File: src/rtl/fetch_unit.sv
// Instruction-fetch stage: owns PC and IR and runs the instruction-memory
// request/ready handshake on behalf of the multicycle control FSM.
//
// state | meaning
// IDLE  | no fetch outstanding; load_ir starts one if PC is word-aligned
// REQ   | imem_req held high, waiting for imem_ready or timeout
module fetch_unit #(
    parameter int              XLEN     = 32,
    parameter logic [XLEN-1:0] RESET_PC = '0,
    parameter int              TIMEOUT  = 15
) (
    input  logic            clk,
    input  logic            reset,
    input  logic            load_ir,
    input  logic            load_pc,
    input  logic            pc_next_sel,
    input  logic            pc_adder_sel,
    input  logic [XLEN-1:0] imm,
    input  logic [XLEN-1:0] alu_result,
    output logic            imem_req,
    output logic [XLEN-1:0] imem_addr,
    input  logic [XLEN-1:0] imem_rdata,
    input  logic            imem_ready,
    output logic [XLEN-1:0] pc,
    output logic [XLEN-1:0] ir,
    output logic [6:0]      opcode,
    output logic            ir_valid,
    output logic            busy,
    output logic            fetch_fault
);

    typedef enum logic {
        IDLE = 1'b0,
        REQ  = 1'b1
    } state_t;

    localparam logic [XLEN-1:0] NOP_INSN  = XLEN'(32'h0000_0013);
    localparam logic [7:0]      LAST_WAIT = 8'(TIMEOUT - 1);

    state_t          state;
    logic [7:0]      wait_cnt;
    logic [XLEN-1:0] pc_next;

    always_comb begin
        pc_next = pc + XLEN'(4);
        if (pc_next_sel) begin
            pc_next = {alu_result[XLEN-1:1], 1'b0};
        end else if (pc_adder_sel) begin
            pc_next = pc + imm;
        end
    end

    // imem_addr samples the pre-update PC, so fetch and PC advance can share an edge
    always_ff @(posedge clk) begin
        if (reset) begin
            state       <= IDLE;
            pc          <= RESET_PC;
            ir          <= NOP_INSN;
            imem_req    <= 1'b0;
            imem_addr   <= '0;
            ir_valid    <= 1'b0;
            fetch_fault <= 1'b0;
            wait_cnt    <= '0;
        end else begin
            ir_valid <= 1'b0;
            if (load_pc) begin
                pc <= pc_next;
            end
            case (state)
                IDLE: begin
                    if (load_ir) begin
                        if (pc[1:0] == 2'b00) begin
                            state     <= REQ;
                            imem_req  <= 1'b1;
                            imem_addr <= pc;
                            wait_cnt  <= '0;
                        end else begin
                            fetch_fault <= 1'b1;
                        end
                    end
                end
                REQ: begin
                    if (imem_ready) begin
                        state    <= IDLE;
                        ir       <= imem_rdata;
                        imem_req <= 1'b0;
                        ir_valid <= 1'b1;
                    end else if (wait_cnt == LAST_WAIT) begin
                        state       <= IDLE;
                        imem_req    <= 1'b0;
                        fetch_fault <= 1'b1;
                    end else begin
                        wait_cnt <= wait_cnt + 8'd1;
                    end
                end
                default: state <= IDLE;
            endcase
        end
    end

    assign busy   = (state == REQ);
    assign opcode = ir[6:0];

endmodule

File: config.mk
export PLATFORM = sky130hd
export DESIGN_NAME = fetch_unit
export DESIGN_NICKNAME = d
export VERILOG_FILES = /design/src/rtl/fetch_unit.sv
export SDC_FILE = /design/constraint.sdc
export NUM_CORES = 1
export LEC_CHECK = 0
export BUFFER_PORTS_ARGS = -buffer_cell sky130_fd_sc_hd__buf_4
export CAP_MARGIN = 20
export CORE_UTILIZATION = 30
export CTS_CLUSTER_DIAMETER = 30
export CTS_CLUSTER_SIZE = 8
export DETAILED_ROUTE_END_ITERATION = 8
export HOLD_SLACK_MARGIN = 0.12
export PLACE_DENSITY = 0.52
export SLEW_MARGIN = 5
export SYNTH_ARGS = -nofsm -noshare
export SYNTH_HDL_FRONTEND = slang
export SYNTH_SLANG_ARGS = --single-unit
File: constraint.sdc
create_clock -name clk -period 2.52 [get_ports clk]
set_input_delay 0.252 -clock clk [delete_from_list [all_inputs] [get_ports clk]]
set_output_delay 0.252 -clock clk [all_outputs]
set_load 0.005 [all_outputs]
# Yosys cells after proc, flatten, opt, wreduce, memory -nomap -nowiden

Cells that the tools add are included.

Register bits after elaboration: 108
Input bits: 103
Output and inout bits: 107
Logic and storage cells: 50

Add/subtract/negate cells: 3
Eq/ne operators: 8
Multiplexer cells: 23
Bitwise operators: 1
Reductions and logical operators: 7

Operators by type and width:

| kind                                                                    | number |
|---|---|
| 32-bit 2-to-1 mux                                                       | 2 |
| 32-bit by 3-bit adder with 32-bit output, second input constant         | 1 |
| 32-bit adder                                                            | 1 |
| 8-bit 2-to-1 mux                                                        | 4 |
| 8-bit one-hot mux with 2 select lines                                   | 1 |
| 1-bit 2-to-1 mux                                                        | 13 |
| 2-bit inequality test, second input constant                            | 5 |
| 8-bit by 1-bit adder with 8-bit output, second input constant           | 1 |
| 8-bit by 4-bit equality test with 1-bit output, second input constant   | 1 |
| 4-bit AND reduction                                                     | 2 |
| 1-bit one-hot mux with 2 select lines                                   | 3 |
| 3-bit AND reduction                                                     | 2 |
| 3-bit by 2-bit inequality test with 1-bit output, second input constant | 1 |
| 2-bit logical NOT                                                       | 1 |
| 2-bit by 1-bit inequality test with 1-bit output, second input constant | 1 |
| 2-bit AND reduction                                                     | 1 |
| 2-bit OR reduction                                                      | 1 |
| 1-bit inverter                                                          | 1 |

# Depth between registers and ports, before layout

Gate-level depths: netlist of run 1.

Depth in word-level cells: 4
Gate-level depth with buffers: 11
Gate-level depth less buffers: 11

# Worst setup path before layout of run 1

OpenSTA, ideal clock, no wires.

Path type: reg2reg
Start point: register pc[0]
End point: register pc[22]
Arrival: 2.494 ns
Data required time: 2.451 ns
Setup slack: -0.043 ns
Cell stages (with the launch flop): 12
Buffers on the path: 0
Cells stage by stage: dfxtp_1 -> ha_1 -> inv_1 -> fa_1 -> nor2b_1 -> o2111a_1 -> o31ai_1 -> a21oi_2 -> o21ai_1 -> and4b_1 -> or4_1 -> o21ai_1

Longest elaborated chain between the ends: 3
Elaborated cells on any way between the ends: 4
Those cells by class: add/sub (2); mux (2)

RTL lines:

| what                                                                     | line   | source |
|---|---|---|
| from (decl)                                                              | 24     | `output logic [XLEN-1:0] pc,` |
| from (signal assigned)                                                   | 67     | `pc <= pc_next;` |
| 32-bit by 3-bit adder with 32-bit output or 32-bit adder (tied branches) | 45, 49 |  |
| 32-bit 2-to-1 mux (*)                                                    | 48     | `end else if (pc_adder_sel) begin` |
| 32-bit 2-to-1 mux (*)                                                    | 46     | `if (pc_next_sel) begin` |

Mark *: on every way between the ends. The rest lies on a longest branch, timed or not.
A chain may end at the register's enable or synchronous reset.

# Worst setup path in the final report of run 1

Start point: register pc[4]
End point: register pc[31]

Same word-level chain as after synthesis.

==> results.txt, run 1 <==
Synthesized instance count: 932
Clock Skew: 12.1 ps
Crit path required time: 2740 ps
Critical path arrival: 2680 ps
Core ar.: 0.0221 sq mm
TritonRoute pass-1 iters: 5
TNS Setup: 0 ps
Syn. warnings: 0
R2R depth: 9
Worst R2R Start: pc[4]$_SDFFE_PP0P_
Layout Utilization: 45.0%
Pin count of the biggest net entering global routing: 53
MaxCap Viol Count: 0
Die width: 153 microns
CTS tree: yes
H-tree depth: 3
Mapped cell area: 0.00683 sq mm
RSZ-0062 raised after global routing: true
Total power: 4.97 mW
Commonest non-fill, non-tap cells in the layout: buf_4, nand2_1, a21oi_1
Clk sinks: 108
Ys async rst share: 0%
Cell Rows: 54
Antenna cells: 0
CTS root buf: clkbuf_16
WL final: 25.4 mm
Most common cell after layout, fill and taps aside: buf_4
Final setup viols: 0
Clock-pin transition on the worst setup and hold timing paths: 90 ps
PwrDens: 500 mW/mm^2
Sw Pwr: 1.63 mW
Clock Power Share: 31.1%
Layout cells sized above 1: 32.3%
Final nets: 1345
DR iter-0 viols: 426
Maximum vdd drop: 0.291 mV
Placed Area: 0.00932 sq mm
Pint: 3.34 mW
Worst hold path type: in -> reg
Leak pwr: 4.31 nW
DP Wirelength: 19.3 mm
Crit path capture type: register
DR vias/cell: 5.17
Residual DRC count: 0
Seq pwr share: 37.4%
FF+latch count, synth: 108
Hold Path Sink: ir[29]$_SDFFE_PP0P_
Total GRT Usage: 21.4%
Non-Filler Cell Area, Final: 0.00994 sq mm
Mapped Nets: 1070
Final Hold Viols: 0
Slew margin rel.: 56.3%
Chip height: 153 microns
GR Overflow Total: 0
CTS Buf Count: 9
Netlist cell types: 70
First-pass GRT wire length: 39.7 mm
Post-synth EDFFs: 0
Net Sw Frac: 32.8%
CP Launch Type: register
R2R Path End: pc[31]$_SDFFE_PP0P_
Status: completed
Skew-Pair Late Insertion Delay: 360 ps
CTS max path bufs: 2
Hold slack: 136 ps
Hold Crit Start: imem_rdata[29]
R2r setup slk: 60 ps
WL per Instance: 17.0 microns
Final Wtd Congestion: 0.906
Min Tclk post-route: 2460 ps
Initial core utilization: 30.9%
F_max: 0.407 GHz
Max Slew Vio Count: 0
Hold Crit Depth: 3
P&R area growth vs syn: 45.7%
Main synth FF type: dfxtp_1
Mean Syn Cell Area: 7.32 sq um
Worst Path Class, Setup: reg -> reg
Post-synthesis sequential area ratio: 31.7%
Die area: 0.0234 sq mm
Initial antenna violation count: 0
I/O pins: 210
Post-route ant nets: 0
Vias: 7707
Worst Path Max Fanout: 7
Port bufs: 208
Vias in the first global route: 7183
Slew @ Worst Pin: 655 ps
Combinational share of power: 31.5%
Period utilisation layout: 97.5%
[worst max-delay path by stage]
stage | from | end | cells after the start
4_1_cts | pc[10]$_SDFFE_PP0P_ | pc[31]$_SDFFE_PP0P_ | 10
5_1_grt | pc[7]$_SDFFE_PP0P_ | pc[31]$_SDFFE_PP0P_ | 10
3_3_place_gp | imm[0] | pc[22]$_SDFFE_PP0P_ | 12
2_1_floorplan | pc[0]$_SDFFE_PP0P_ | pc[22]$_SDFFE_PP0P_ | 11
3_5_place_dp | imm[10] | pc[31]$_SDFFE_PP0P_ | 11
6_report | pc[4]$_SDFFE_PP0P_ | pc[31]$_SDFFE_PP0P_ | 9
[layout make-up]
cell class | count | area (sq um)
inverter | 27 | 101
multi-input combinational | 735 | 4550
timing repair buffer | 326 | 2460
sequential | 108 | 2180
tap | 280 | 350
clock inverter | 6 | 77.6
fill | 2291 | 12100
clock buffer | 10 | 229
[synth_stat cells (all sizes together) (2+ instances only)]
| library cell | instances | area (sq um) |
|---|---|---|
| a21o | 12 | 90.1 |
| nor2b | 5 | 31.3 |
| nand2b | 7 | 43.8 |
| or3 | 6 | 42.5 |
| a211o | 4 | 35.0 |
| a31oi | 6 | 37.5 |
| o32ai | 2 | 17.5 |
| nor4 | 4 | 25.0 |
| a21oi | 131 | 659 |
| nor3 | 10 | 50.1 |
| or4 | 2 | 15.0 |
| nand4 | 8 | 50.1 |
| or4b | 2 | 23.8 |
| nand3 | 26 | 135 |
| nor2 | 84 | 315 |
| a31o | 2 | 17.5 |
| xor2 | 18 | 158 |
| o31ai | 5 | 37.5 |
| a221oi | 7 | 73.8 |
| or2 | 3 | 18.8 |
| inv | 26 | 97.6 |
| and4 | 3 | 28.8 |
| buf | 19 | 105 |
| o21ai | 40 | 200 |
| o2111ai | 3 | 26.3 |
| nand2 | 179 | 672 |
| a311oi | 6 | 52.6 |
| and3 | 16 | 100 |
| o21a | 6 | 45.0 |
| a211oi | 19 | 143 |
| dfxtp | 108 | 2160 |
| o21bai | 6 | 45.0 |
| mux2i | 6 | 60.1 |
| o22ai | 8 | 50.1 |
| xnor2 | 28 | 245 |
| o211ai | 7 | 57.6 |
| clkbuf | 43 | 163 |
| a2111oi | 3 | 32.5 |
| nand3b | 4 | 30.0 |
| and2 | 5 | 31.3 |
| ha | 34 | 425 |
| a22oi | 4 | 30.0 |
| a41o | 2 | 20.0 |
[power groups by stage]
stage	Sequential (mW)	Combinational (mW)	Clock, mW
floorplan	1.93	0.745	0
global placement	1.89	1.49	0
detailed placement	1.89	1.49	0
CTS	1.86	1.51	1.59
global route	1.87	1.72	1.65
finish	1.86	1.57	1.54
[worst max-delay path: stages (launching register included)]
cell and delay, ps:
dfxtp_1 380, buf_4 180, and3_1 230, and4_4 250, or4b_4 490, nor4b_2 310
nor2_1 100, o211ai_2 110, mux2i_1 200, a21oi_1 70
[metal layers]
metal,vias up,wire length [microns],GRT usage (%),part of all wire [%]
met5,-,0,0,0
met4,0,549,6.16,2.2
met3,33,1510,4.25,5.9
met2,241,12100,35.7,48
met1,3585,11200,27.9,44
li1,3848,-,-,-
[state kept, by name, indices dropped and copies added, names as in the netlist]
register,count
imem_req,1
imem_addr,32
wait_cnt,8
ir,32
fetch_fault,1
pc,32
ir_valid,1
busy,1
[what timing repair did]
item                       in CTS  in global routing
pin swaps                       3                 20
hold buffers                    4                  0
resized for setup              13                 41
setup endpoints to repair       7                 13
buffers inserted                1                  1
hold endpoints to repair        4                  0
[stage by stage]
step | std cells | setup slack (ps)
floorplan | 932 | 29.4
global placement | 1470 | -107
detailed placement | 1470 | -166
CTS | 1491 | -23.4
global route | 1492 | -81.3
finish | 1492 | 63.8
[cells by family after synthesis]
logic type,after synthesis,synth area share (%)
simple gates,369,24.4
compound gates,279,25.3
flops,108,31.7
buf+inv,89,5.41
xor+xnor,46,5.90
fa+ha+maj,35,6.52
mux,6,0.880
Note: power is estimated with default switching activity, not from simulation.
==> inputs of run 2 (changes only) <==
- CELL_PAD_IN_SITES_DETAIL_PLACEMENT: unset -> 1
- CELL_PAD_IN_SITES_GLOBAL_PLACEMENT: unset -> 1
- PLACE_DENSITY: 0.52 -> 0.67
- clock period: 2.52 -> 2.35 ns (I/O delays scaled with it)
==> results.txt, run 2 (synthesis gave the netlist of run 1 again) <==
Met3 wire length: 1.24 mm
Die area: 0.0234 sq mm
Total power: 5.44 mW
GR Overflow Total: 0
MaxCap Viol Count: 0
Worst path cell trace: ha_4 > inv_2 > fa_2 > nor2b_4 > o2111a_2 > o31ai_4 > a21oi_2 > o21ai_2 > and4b_1 > or4_1 > o21ai_1
Total GRT Usage: 23.8%
Non-Filler Cell Area, Final: 0.0107 sq mm
Worst Path Max Fanout: 3
Critical path arrival: 2820 ps
Met1 wire length: 12.3 mm
Top Layer Used: met5
Post-route ant nets: 0
Chip height: 153 microns
PwrDens: 508 mW/mm^2
Worst R2R Start: pc[0]$_SDFFE_PP0P_
R2r setup slk: -180 ps
Slew margin rel.: 61.5%
H-tree depth: 3
Hold Path Sink: ir[24]$_SDFFE_PP0P_
CTS root buf: clkbuf_16
Final Wtd Congestion: 0.907
Most common cell after layout, fill and taps aside: buf_4
Core ar.: 0.0221 sq mm
Setup ws final: -177 ps
Clock-pin transition on the worst setup and hold timing paths: 80 ps
Vias: 8089
Die width: 153 microns
Residual DRC count: 0
Layout cells sized above 1: 37.2%
Initial antenna violation count: 2
Final Hold Viols: 0
DP Wirelength: 21.4 mm
Period utilisation layout: 108%
Skew-Pair Late Insertion Delay: 360 ps
Placed Area: 0.00958 sq mm
Final nets: 1400
R2R depth: 11
Clk sinks: 108
P&R area growth vs syn: 56.9%
I/O pins: 210
Leak pwr: 4.61 nW
RSZ-0062 raised after global routing: true
Maximum vdd drop: 0.281 mV
WL met2: 13.9 mm
Crit path capture type: register
Max Slew Vio Count: 0
F_max: 0.396 GHz
Commonest non-fill, non-tap cells in the layout: buf_4, nand2_1, a21oi_1
Failing checks: negative setup slack
Hold Crit Start: imem_rdata[24]
Slew @ Worst Pin: 576 ps
Pin count of the biggest net entering global routing: 65
First-pass GRT wire length: 44.0 mm
CP peak stage delay: 470 ps
CTS max path bufs: 2
Cell Rows: 54
Vias in the first global route: 8216
Min Tclk post-route: 2530 ps
Final cell count without fillers: 1548
Post-Place Cells: 1498
Register Area: 0.00219 sq mm
Worst Path Class, Setup: reg -> reg
DR iter-0 viols: 309
R2R Path End: pc[22]$_SDFFE_PP0P_
CP Launch Type: register
Worst hold path type: in -> reg
TritonRoute pass-1 iters: 4
WL per Instance: 18.4 microns
CTS Buf Count: 9
Post-Place Setup Slack: -247 ps
Multi-input gate area in the final layout: 0.00480 sq mm
Clock Skew: 12.9 ps
DR vias/cell: 5.23
Top flop regs: imem_addr: 32 flops, ir: 32 flops, pc: 32 flops
WL final: 28.4 mm
TNS Setup: -414 ps
Status: complete, but fails checks
Crit path required time: 2650 ps
Hold Crit Depth: 3
Port bufs: 208
Fillers: 2690
CTS tree: yes
Slowest cell on crit path: or4_1
Final setup viols: 9
Initial core utilization: 30.9%
==> run 2: what timing repair did <==
item	in CTS	in global routing
hold buffers	28	0
setup buffers	5	1
cloned	0	0
pin swaps	19	22
resized for setup	58	61
setup endpoints to repair	21	23
endpoints found under the hold margin	28	0
==> run 2: where the power goes <==
part | switching (mW) | total [mW] | internal (mW)
registers | 0.0704 | 2.00 | 1.93
logic | 0.975 | 1.90 | 0.928
clock network | 0.776 | 1.54 | 0.761
total | 1.82 | 5.44 | 3.61
==> run 2: routing by layer <==
layer	global-route usage (%)	up-vias
li1	-	3938
met1	28.5	3887
met5	0	-
met4	9.24	2
met2	41.9	207
met3	4.31	55
==> run 2: final cells by class <==
type	count	area share, %
flip-flops and latches	108	20.5
repair buffers	381	27.9
clock inverters	4	0.292
multi-input cells	735	44.8
diodes	1	0.0234
well taps	280	3.27
inverters	27	0.946
clock buffers	12	2.30
==> run 2: worst max path at each step <==
| stage | endpoint | start | slack (ps) | cells after the start |
|---|---|---|---|---|
| 3_5_place_dp | pc[31]$_SDFFE_PP0P_ | imm[10] | -250 | 11 |
| 6_report | pc[22]$_SDFFE_PP0P_ | pc[0]$_SDFFE_PP0P_ | -180 | 11 |
| 4_1_cts | pc[22]$_SDFFE_PP0P_ | pc[0]$_SDFFE_PP0P_ | -170 | 11 |
| 5_1_grt | pc[22]$_SDFFE_PP0P_ | pc[0]$_SDFFE_PP0P_ | -240 | 11 |
| 2_1_floorplan | pc[22]$_SDFFE_PP0P_ | pc[0]$_SDFFE_PP0P_ | -20 | 11 |
| 3_3_place_gp | pc[31]$_SDFFE_PP0P_ | imm[9] | -250 | 12 |
==> run 2: worst max-delay path, delay by kind of cell (launching register included) <==
family	cells	cell delay, ps
buffers and inverters	1	40
flip-flops	1	360
adder cells (fa/ha/maj)	2	510
AO/OA/AOI/OAI	5	740
AND/OR/NAND/NOR	3	820
==> run 2: per-stage QoR <==
step | utilization, % | hold WS, ps
6_report | 48.5 | 132
5_1_grt | 48.5 | 149
4_1_cts | 47.3 | 122
3_5_place_dp | 43.4 | 418
3_3_place_gp | 43.4 | 417
2_1_floorplan | - | 359
